$ cat src/rtl/mmc_combo_scan.sv
// rtl/mmc_combo_scan.sv - sequential r-of-N combination scanner over a submodule availability vector
// Walks every r-of-N mask in increasing order, one per clock, and reports first hit and mask count.
module mmc_combo_scan #(
    parameter int N     = 5,
    parameter int RW    = 3,
    parameter int CNT_W = 16
) (
    input  logic             clk,
    input  logic             rst_n,
    input  logic             start,
    input  logic [N-1:0]     nums,
    input  logic [RW-1:0]    r,
    input  logic             early_exit,
    output logic             busy,
    output logic             done,
    output logic             mask_valid,
    output logic [N-1:0]     mask,
    output logic             result,
    output logic [N-1:0]     hit_mask,
    output logic [CNT_W-1:0] combo_count
);

    typedef enum logic [1:0] {S_IDLE, S_SCAN, S_DONE} state_t;

    state_t           state_q, state_d;
    logic [N-1:0]     nums_q, nums_d;
    logic [N-1:0]     mask_q, mask_d;
    logic [N-1:0]     hit_mask_q, hit_mask_d;
    logic [RW-1:0]    r_q, r_d;
    logic             early_q, early_d;
    logic             result_q, result_d;
    logic [CNT_W-1:0] cnt_q, cnt_d;

    logic [N-1:0]     first_m, last_m, next_m;
    logic [N:0]       m_ext, c_ext, s_ext, ripple;
    logic [4:0]       tz;
    logic             hit;

    // first_m comes from the live r input because it is loaded on the accepting cycle
    always_comb begin
        first_m = '0;
        last_m  = '0;
        for (int i = 0; i < N; i++) begin
            first_m[i] = (i < int'(r));
            last_m[i]  = (i >= N - int'(r_q));
        end
    end

    // Gosper's step, one bit wider than the mask so the carry out of the top is not lost
    always_comb begin
        m_ext = {1'b0, mask_q};
        c_ext = m_ext & (~m_ext + {{N{1'b0}}, 1'b1});
        s_ext = m_ext + c_ext;
        tz    = '0;
        for (int i = N - 1; i >= 0; i--) begin
            if (mask_q[i]) tz = 5'(i);
        end
        ripple = ((s_ext ^ m_ext) >> 2) >> tz;
        next_m = s_ext[N-1:0] | ripple[N-1:0];
    end

    always_comb begin
        state_d    = state_q;
        nums_d     = nums_q;
        mask_d     = mask_q;
        hit_mask_d = hit_mask_q;
        r_d        = r_q;
        early_d    = early_q;
        result_d   = result_q;
        cnt_d      = cnt_q;
        hit        = ((mask_q & nums_q) == mask_q);
        case (state_q)
            S_IDLE: begin
                if (start) begin
                    nums_d     = nums;
                    r_d        = r;
                    early_d    = early_exit;
                    result_d   = 1'b0;
                    hit_mask_d = '0;
                    cnt_d      = '0;
                    if (r == '0 || int'(r) > N) begin
                        state_d = S_DONE;
                    end else begin
                        mask_d  = first_m;
                        state_d = S_SCAN;
                    end
                end
            end
            S_SCAN: begin
                cnt_d = cnt_q + CNT_W'(1);
                if (hit && !result_q) begin
                    result_d   = 1'b1;
                    hit_mask_d = mask_q;
                end
                if (mask_q == last_m || (hit && early_q)) begin
                    state_d = S_DONE;
                end else begin
                    mask_d = next_m;
                end
            end
            S_DONE:  state_d = S_IDLE;
            default: state_d = S_IDLE;
        endcase
    end

    always_ff @(posedge clk or negedge rst_n) begin
        if (!rst_n) begin
            state_q    <= S_IDLE;
            nums_q     <= '0;
            mask_q     <= '0;
            hit_mask_q <= '0;
            r_q        <= '0;
            early_q    <= 1'b0;
            result_q   <= 1'b0;
            cnt_q      <= '0;
        end else begin
            state_q    <= state_d;
            nums_q     <= nums_d;
            mask_q     <= mask_d;
            hit_mask_q <= hit_mask_d;
            r_q        <= r_d;
            early_q    <= early_d;
            result_q   <= result_d;
            cnt_q      <= cnt_d;
        end
    end

    assign busy        = (state_q != S_IDLE);
    assign done        = (state_q == S_DONE);
    assign mask_valid  = (state_q == S_SCAN);
    assign mask        = mask_q;
    assign result      = result_q;
    assign hit_mask    = hit_mask_q;
    assign combo_count = cnt_q;

endmodule

$ cat config.mk
export PLATFORM = sky130hd
export DESIGN_NAME = mmc_combo_scan
export DESIGN_NICKNAME = d
export VERILOG_FILES = /design/src/rtl/mmc_combo_scan.sv
export SDC_FILE = /design/constraint.sdc
export NUM_CORES = 1
export LEC_CHECK = 0
export ABC_AREA = 1
export CORE_ASPECT_RATIO = 1.1
export CORE_MARGIN = 2
export CORE_UTILIZATION = 55
export CTS_CLUSTER_DIAMETER = 50
export CTS_CLUSTER_SIZE = 16
export DETAILED_ROUTE_END_ITERATION = 10
export DONT_BUFFER_PORTS = 1
export PLACE_DENSITY_LB_ADDON = 0.1
export SETUP_SLACK_MARGIN = 0.02
export SYNTH_ARGS = -nofsm -noshare
export SYNTH_HDL_FRONTEND = slang
export SYNTH_SLANG_ARGS = --single-unit
export TNS_END_PERCENT = 10
$ cat constraint.sdc
create_clock -name clk -period 3.7 [get_ports clk]
set_clock_uncertainty 0.2 [all_clocks]
set_input_delay 0.74 -clock clk [delete_from_list [all_inputs] [get_ports clk]]
set_output_delay 0.74 -clock clk [all_outputs]
set_load 0.1 [all_outputs]
==> impl_results.md, run 1 <==
* Number of placement rows at 24
* Clock Sinks at 38
* Slew @ Worst Pin at 1050 ps
* Worst-path clk slew at ~80 ps
* Largest net degree at the start of global routing at 39
* Vias in the first global route at a little under 2000
* Most common cell in the netlist: nand2_1
* Post-Syn Nets at 320
* Die footprint at approximately 0.0048 mm^2
* Grt peak-use layer: met2
* Syn Std Cell Area at between 0.002 and 0.0025 mm^2
* EDFF count, synth at 0
* Io pins at 42
* Global Route met1 Usage at 0.332
* Worst skew pair latency at 290 ps
* Initial antenna violation count at 0
* Total Wirelength at roughly 5.1 mm
* Synth area leader: dfrtp_1
* Status: finished clean
* Ranking of synthesized cells by instance count: nand2_1 (98), dfrtp_1 (38), inv_1 (21)
* GR Layer Usage met3 at 0.0620
* Syn Inst Count at 304
* Synthesized area per cell at approximately 7.6 um^2
* Drt pass-1 iters at 4
* Die Span Y at around 70 um
* Count of cell types in the netlist at 34
* Total CTS buffers at 5
* Crit Path Class: flip-flop to output pin
* Gr usage total at 0.244
* Slew headroom at 0.303
* CTS tree: built
* Fin nets at about 330
* DP Area at between 0.002 and 0.0025 mm^2
* Diodes inserted at 0
* # DRC at 0
* CP endpoint kind: output pin
* CP cell instances: nor2_4
* Req. time, crit path at ~2800 ps
* CP max stage delay at 650 ps
* CP bufs+invs at 0
* Fin crit share at 0.625
* Initial Util at 0.581
* Final instance area at 0.00257 mm^2
* Crit path max fanout at 10
* Number of gates resized after CTS at 0
* Post-CTS setup buffers at 0
* Post-synthesis sequential area ratio at 0.410
* Prevailing post-synth register cell: dfrtp_1
* Fin crit period at around 2300 ps
* Fmax at approximately 430 MHz
* Post-Layout Cell Count at between 300 and 400
* Critical path's top delay family: simple AND/OR/NAND/NOR gates
* Final hold viol count at 0
* Synth top area share at 0.410
* Hpwl dp at roughly 3.8 mm
* Largest cells by area after synthesis: dfrtp_1 (41%), nand2_1 (16%), nand3_1 (3.7%)
* Horiz. Die Dim at ~66 um
* Max_cap viols at 0
* Share of post-route cells with drive strength above 1 at 0.226
* Critical Path Slowest Stage Cell: nor2_4
* FF+latch count, synth at 38
* RSZ-0062 raised after global routing: false
* Critical Path AT at around 1400 ps
* Post-synth ARST share at 1.00
* CTS Buffer Depth at 2
* Setup TNS at 0 ps
* Vias post-DR at slightly above 2000
* Routed length per instance at between 10 and 15 um
* Gr ovfl total at 0
* GR met2 Demand/Resource at 0.396
* ANT nets after route at 0
* Setup WS pre-CTS at ~1500 ps
* Core ar. at roughly 0.0040 mm^2
* Worst Hold Class: input port to asynchronous set/reset pin
* Final GP Congestion at between 0.8 and 0.9
* Root Driver: clkbuf_8
* Slew Viols, Final at 0
* Cell count after placement at 362
* Hold_buf cts at 1
* Area growth syn-to-layout at 10.6%
* Startpoint types: flip-flop
* Worst Slack Setup Final at about 1400 ps
* Initial DRC count at 160
* Port Buffers at 0
* Drt via density at approximately 5.5
* H-tree levels at 2
* Final setup viols at 0
* Global-route wire length before repair at around 9.0 mm
* Ys Warns at 0
cells by family (layout without fill, tap and decap cells):
kind of cell             Yosys count  count (layout)  share of synthesized area
AND/OR/NAND/NOR                  164             164                      0.331
flip-flops                        38              38                      0.410
adder cells (fa/ha/maj)            4               4                     0.0216
buffers and inverters             44              58                     0.0879
XOR/XNOR                           4               4                     0.0151
AO/OA/AOI/OAI                     50              50                      0.135
per-layer routing:
metal  up-vias  wire (um)  part of all wire
li1       1003          -                 -
met1       949       2270              0.45
met2        61       2430              0.48
met3         5        351             0.069
met4         0         44            0.0086
met5         -          0                 0
area by class of cell:
type	instances	area, um^2
fillers	349	1430
multi-input cells	222	1170
flip-flops and latches	38	951
repair buffers	17	140
inverters	34	130
clock buffers	6	82.6
well taps	52	65.1
clock inverters	1	30.0
worst paths after layout:
check,startpoint,to,slack [ps],cells past startpoint
setup / recovery,state_q[1]$_DFFE_PN0P_,mask_valid,1390,1
hold / removal,rst_n,state_q[0]$_DFFE_PN0P_,90,1
setup reg to reg,combo_count[4]$_DFFE_PN0P_,combo_count[12]$_DFFE_PN0P_,1450,8
hold reg to reg,nums_q[0]$_DFFE_PN0P_,nums_q[0]$_DFFE_PN0P_,270,2
max in group asynchronous,rst_n,mask[4]$_DFFE_PN0P_,3020,1
min in group clk,nums_q[0]$_DFFE_PN0P_,nums_q[0]$_DFFE_PN0P_,270,2
registers in the layout, indices dropped and copies added, names as in the netlist:
name	cells
early_q	1
nums_q	5
hit_mask	5
result	1
r_q	3
mask	5
state_q	2
combo_count	16
metrics by stage:
| stage | utilization | hold slack [ps] |
|---|---|---|
| global route | 0.643 | 92.5 |
| detailed placement | 0.609 | 246 |
| floorplan | - | 242 |
| finish | 0.643 | 86.7 |
| CTS | 0.643 | 89.2 |
| global placement | 0.609 | 246 |
cell usage in the layout, fill, tap and decap left out, types with 3 or more instances in the layout:
master    netlist  routed
a21oi_1         9       9
buf_4           2      16
clkbuf_8        0       6
dfrtp_1        38      38
ha_1            4       4
inv_1          21      21
inv_2          11      11
nand2_1        98      98
nand2_2        10      10
nand3_1        17      17
nor2_1         18      17
nor2_2          5       6
nor2_4          5       5
nor3_2          3       3
o21ai_0        11      11
o21ai_1         8       8
o21ai_2         7       7
o22ai_1         5       5
o31ai_1         3       3
xor2_1          3       3
Power of run 1 is not shown: default switching activity piles up to over one toggle a cycle in this logic, so the estimate is an artifact.
==> run 2: changes to the inputs <==
Clock period 3.7 ns to 1.9 ns, I/O delays scaled along.
==> impl_results.md, run 2 (synthesis gave the netlist of run 1 again) <==
* Status: finished clean (unchanged)
* Diodes inserted at 0 (unchanged)
* Critical Path AT at 1870 ps (was 1370 ps)
* Drt pass-1 iters at 5 (was 4)
* Setup TNS at 0 ps (unchanged)
* Area growth syn-to-layout at 25.6% (was 10.6%)
* Largest net degree at the start of global routing at 39 (unchanged)
* H-tree levels at 2 (unchanged)
* CP cell instances: inv_2, ha_4, inv_2, o21ai_2, nand3_1, nand2_1, nand3_2, nand2_4, nand2_4, nand2_1, nand2_1 (was nor2_4)
* Die footprint at 0.00475 mm^2 (unchanged)
* Horiz. Die Dim at 65.9 um (unchanged)
* Worst Reg-to-Reg Cells at 11 (was 8)
* Final instance area at 0.00291 mm^2 (was 0.00257 mm^2)
* Die Span Y at 72.1 um (unchanged)
* Worst Min Path Start: r[0]
* Crit path top cell by count: nand2_1
* Startpoint types: flip-flop (unchanged)
* Gr ovfl total at 0 (unchanged)
* Fin crit period at around 1900 ps
* CP max stage delay at 380 ps (was 650 ps)
* Max FFs per register at 16 (unchanged)
* Fillers at 329 (was 349)
* Clock Sinks at 38 (unchanged)
* CP endpoint kind: flip-flop (was output pin)
* Worst-path clk slew at 80 ps (about the same)
* Final hold viol count at 0 (unchanged)
* Slew headroom at 0.718 (was 0.303)
* Most frequent cells in the layout: nand2_1 (97), buf_4 (38), dfrtp_1 (27) (was nand2_1 (98), dfrtp_1 (38), inv_1 (21))
* Power, Total at 5820 uW
* Worst Slack Setup Final at 25.8 ps (was 1390 ps)
* Final setup viols at 0 (unchanged)
* Crit Path Class: flip-flop to flip-flop (was flip-flop to output pin)
* CP bufs+invs at 2 (was 0)
* Max_cap viols at 0 (unchanged)
* Routed length per instance at 13.5 um (was 13.8 um)
* Root Driver: clkbuf_8 (unchanged)
* Critical Path Slowest Stage Cell: dfrtp_1 (was nor2_4)
* Setup WS pre-CTS at 4.41 ps (was 1460 ps)
* Drt via density at 5.27 (was 5.45)
* Crit path depth at 11 (was 1)
* Total Wirelength at 5.39 mm (was 5.09 mm)
* Port Buffers at 0 (unchanged)
* Most common cell after layout, fill and taps aside: nand2_1 (unchanged)
* Vias post-DR at 2109 (was 2018)
* Gr usage total at 0.251 (was 0.244)
* Vias in the first global route at 2017 (was 1981)
* Fin nets at 363 (was 334)
* Number of placement rows at 24 (unchanged)
* Initial Util at 0.581 (unchanged)
* Total CTS buffers at 5 (unchanged)
* Global-route wire length before repair at 9.09 mm (was 9.01 mm)
* Worst Hold Class: input port to flip-flop (was input port to asynchronous set/reset pin)
* Hold path depth at 2
* R2R Path Start: r_q[1]$_DFFE_PN0P_ (was combo_count[4]$_DFFE_PN0P_)
* ANT nets after route at 0 (unchanged)
* Worst skew pair latency at 300 ps (was 290 ps)
* Pleak at approximately 0.0014 uW
* Hpwl dp at 3.77 mm (about the same)
* Slew Viols, Final at 0 (unchanged)
* Io pins at 42 (unchanged)
* Maximum VDD drop at ~1.6 mV
* Req. time, crit path at 1890 ps (was 2760 ps)
* DP Area at 0.00263 mm^2 (was 0.00243 mm^2)
* RSZ-0062 raised after global routing: true (was false)
* Slew @ Worst Pin at 422 ps (was 1050 ps)
* Crit path max fanout at 7 (was 10)
* CTS Buffer Depth at 2 (unchanged)
* Core ar. at 0.00399 mm^2 (unchanged)
* Pwr dens at around 2000 mW/mm^2
* Final GP Congestion at 0.877 (was 0.815)
* Crit path from: r_q[1]$_DFFE_PN0P_ (was state_q[1]$_DFFE_PN0P_)
* # DRC at 0 (unchanged)
* CTS tree: built (unchanged)
* Initial antenna violation count at 0 (unchanged)
* Fmax at 534 MHz
* Fin crit share at 0.986
* Share of post-route cells with drive strength above 1 at 0.339 (was 0.226)
* Critical path's top delay family: simple AND/OR/NAND/NOR gates (unchanged)
* Initial DRC count at 150 (was 160)
-- run 2: through the flow --
step	util	hold WS (ps)	instances
detailed placement	0.659	-114	383
CTS	0.716	0.321	399
floorplan	-	-116	304
finish	0.729	11.0	400
global placement	0.659	-114	383
global route	0.729	15.4	400
-- run 2: layout make-up --
class / count / area [um^2] / area share
clock buffers: 5 / 68.8 / 0.0236
multi-input cells: 222 / 1220 / 0.421
inverters: 34 / 130 / 0.0447
repair buffers: 46 / 385 / 0.132
flip-flops and latches: 38 / 970 / 0.333
well taps: 52 / 65.1 / 0.0223
clock inverters: 3 / 68.8 / 0.0236
-- run 2: per-layer routing --
metal,global-route usage,wire length (um),vias up,part of all wire
met3,0.0698,419,4,0.078
met1,0.320,2330,966,0.43
met5,0,0,-,0
met4,0.0671,31,0,0.0058
met2,0.420,2610,77,0.48
li1,-,-,1062,-
-- run 2: final timing paths --
check                                        endpoint  slack, ps
max                               mask[2]$_DFFE_PN0P_         30
min                                r_q[0]$_DFFE_PN0P_         10
max reg2reg                       mask[2]$_DFFE_PN0P_         30
min reg2reg                     nums_q[0]$_DFFE_PN0P_        280
max in group asynchronous  combo_count[9]$_DFFE_PN0P_        960
min in group asynchronous     hit_mask[3]$_DFFE_PN0P_        330
-- run 2: power by group --
part / internal (uW) / total, uW / switching (uW)
combinational: 983 / 3660 / 2680
sequential: 1080 / 1330 / 250
clock: 526 / 829 / 303
total: 2590 / 5820 / 3230
-- run 2: what timing repair did --
item / in CTS / in global routing
endpoints found under the hold margin: 43 / 0
cloned: 0 / 0
resized for setup: 1 / 12
setup buffers: 1 / 1
setup endpoints to repair: 5 / 12
pin swaps: 0 / 9
hold buffers: 7 / 0
(Power assumes the default switching activity.)
==> run 3: changes to the inputs <==
Settings changed: REMOVE_ABC_BUFFERS set to 1.
==> impl_results.md, run 3 (synthesis gave the netlist of run 1 again) <==
* Final Core Density at 0.705 (was 0.729)
* Setup WS pre-CTS at 0.426 ps (was 4.41 ps)
* Initial antenna violation count at 0 (unchanged)
* CTS Buffer Depth at 2 (unchanged)
* Vias post-DR at 2098 (was 2109)
* Global-route wire length before repair at 8.66 mm (was 9.09 mm)
* Fmax at 535 MHz (was 534 MHz)
* Worst skew pair latency at 290 ps (was 300 ps)
* Critical Path AT at 1290 ps (was 1870 ps)
* RSZ-0062 raised after global routing: true (unchanged)
* Gr ovfl total at 0 (unchanged)
* Horiz. Die Dim at 65.9 um (unchanged)
* Slew headroom at 0.795 (was 0.718)
* Worst Slack Setup Final at 31.4 ps (was 25.8 ps)
* Initial DRC count at 114 (was 150)
* Final hold viol count at 0 (unchanged)
* Clock Sinks at 38 (unchanged)
* Pleak at 0.00142 uW (about the same)
* Hpwl dp at 4.00 mm (was 3.77 mm)
* Root Driver: clkbuf_8 (unchanged)
* Slew Viols, Final at 0 (unchanged)
* Core ar. at 0.00399 mm^2 (unchanged)
* # DRC at 0 (unchanged)
* Pwr dens at 1990 mW/mm^2 (was 2000 mW/mm^2)
* CTS tree: built (unchanged)
* Worst Reg-to-Reg Cells at 10 (was 11)
* Gr usage total at 0.238 (was 0.251)
* Max_cap viols at 0 (unchanged)
* Final setup viols at 0 (unchanged)
* Fillers at 353 (was 329)
* Share of post-route cells with drive strength above 1 at 0.311 (was 0.339)
* Most frequent cells in the layout: nand2_1 (96), buf_4 (41), dfrtp_1 (38) (was nand2_1 (97), buf_4 (38), dfrtp_1 (27))
* Number of placement rows at 24 (unchanged)
* Fin crit share at 0.983 (was 0.986)
* Port Buffers at 0 (unchanged)
* Die Span Y at 72.1 um (unchanged)
* Area growth syn-to-layout at 21.4% (was 25.6%)
* Final instance area at 0.00282 mm^2 (was 0.00291 mm^2)
* Fin nets at 362 (was 363)
* Crit path max fanout at 5 (was 7)
* Req. time, crit path at 1320 ps (was 1890 ps)
* Vias in the first global route at 1985 (was 2017)
* Worst Hold Class: input port to flip-flop (unchanged)
* Power, Total at 5610 uW (was 5820 uW)
* Io pins at 42 (unchanged)
* Routed length per instance at 13.3 um (was 13.5 um)
* Drt via density at 5.26 (was 5.27)
* ANT nets after route at 0 (unchanged)
* Final GP Congestion at 0.839 (was 0.877)
* Max FFs per register at 16 (unchanged)
* DP Area at 0.00265 mm^2 (was 0.00263 mm^2)
* H-tree levels at 2 (unchanged)
* Total Wirelength at 5.31 mm (was 5.39 mm)
* Maximum VDD drop at 1.04 mV (was 1.55 mV)
* Setup TNS at 0 ps (unchanged)
* Diodes inserted at 0 (unchanged)
* Startpoint types: flip-flop (unchanged)
* Slew @ Worst Pin at 308 ps (was 422 ps)
* CP endpoint kind: output pin (was flip-flop)
* Status: finished clean (unchanged)
* Hold path depth at 2 (unchanged)
* Fin crit period at 1870 ps (about the same)
* Drt pass-1 iters at 4 (was 5)
* Crit Path Class: flip-flop to output pin (was flip-flop to flip-flop)
* Worst-path clk slew at 80 ps (about the same)
* Largest net degree at the start of global routing at 39 (unchanged)
* Total CTS buffers at 5 (unchanged)
* Most common cell after layout, fill and taps aside: nand2_1 (unchanged)
* Die footprint at 0.00475 mm^2 (unchanged)
* Initial Util at 0.581 (unchanged)
run 3: area by class of cell:
cell class	instances	area (um^2)	share of cell area
flip-flops and latches	38	951	0.338
clock inverters	1	5.00	0.00178
repair buffers	45	378	0.134
inverters	34	130	0.0462
multi-input cells	222	1200	0.426
well taps	52	65.1	0.0231
clock buffers	7	86.3	0.0307
run 3: power by group:
part / leakage [uW] / internal, uW / switching [uW]
Clock: 0.0000482 / 293 / 290
Sequential: 0.000498 / 1060 / 208
Combinational: 0.000876 / 1050 / 2710
run 3: worst max-delay path, stage by stage, from the launching register on:
cell	delay, ps
dfrtp_1	500
buf_4	200
buf_4	290
run 3: metrics by stage:
stage          instances  hold WS (ps)
2_1_floorplan        294          -116
3_3_place_gp         387          -114
3_5_place_dp         387          -114
4_1_cts              398          3.28
5_1_grt              399          9.96
6_report             399          6.67
run 3: worst paths after layout:
kind	startpoint	endpoint	slack, ps
max in group asynchronous	rst_n	mask[4]$_DFFE_PN0P_	960
min	nums[2]	nums_q[2]$_DFFE_PN0P_	7
min reg2reg	nums_q[2]$_DFFE_PN0P_	nums_q[2]$_DFFE_PN0P_	280
max	mask[1]$_DFFE_PN0P_	mask[1]	30
max reg2reg	r_q[1]$_DFFE_PN0P_	mask[3]$_DFFE_PN0P_	60
min in group asynchronous	rst_n	combo_count[13]$_DFFE_PN0P_	350
run 3: layer usage:
| layer | vias up | GRT usage | share of wire |
|---|---|---|---|
| met4 | 0 | 0.0556 | 0.0072 |
| li1 | 1062 | - | - |
| met1 | 986 | 0.294 | 0.44 |
| met2 | 46 | 0.418 | 0.50 |
| met5 | - | 0 | 0 |
| met3 | 4 | 0.0589 | 0.055 |
run 3: timing repair:
action,in CTS,in global routing
setup endpoints to repair,6,8
gates resized for setup,1,9
endpoints found under the hold margin,38,0
setup buffers,1,1
pin swaps,1,9
hold buffers,2,0
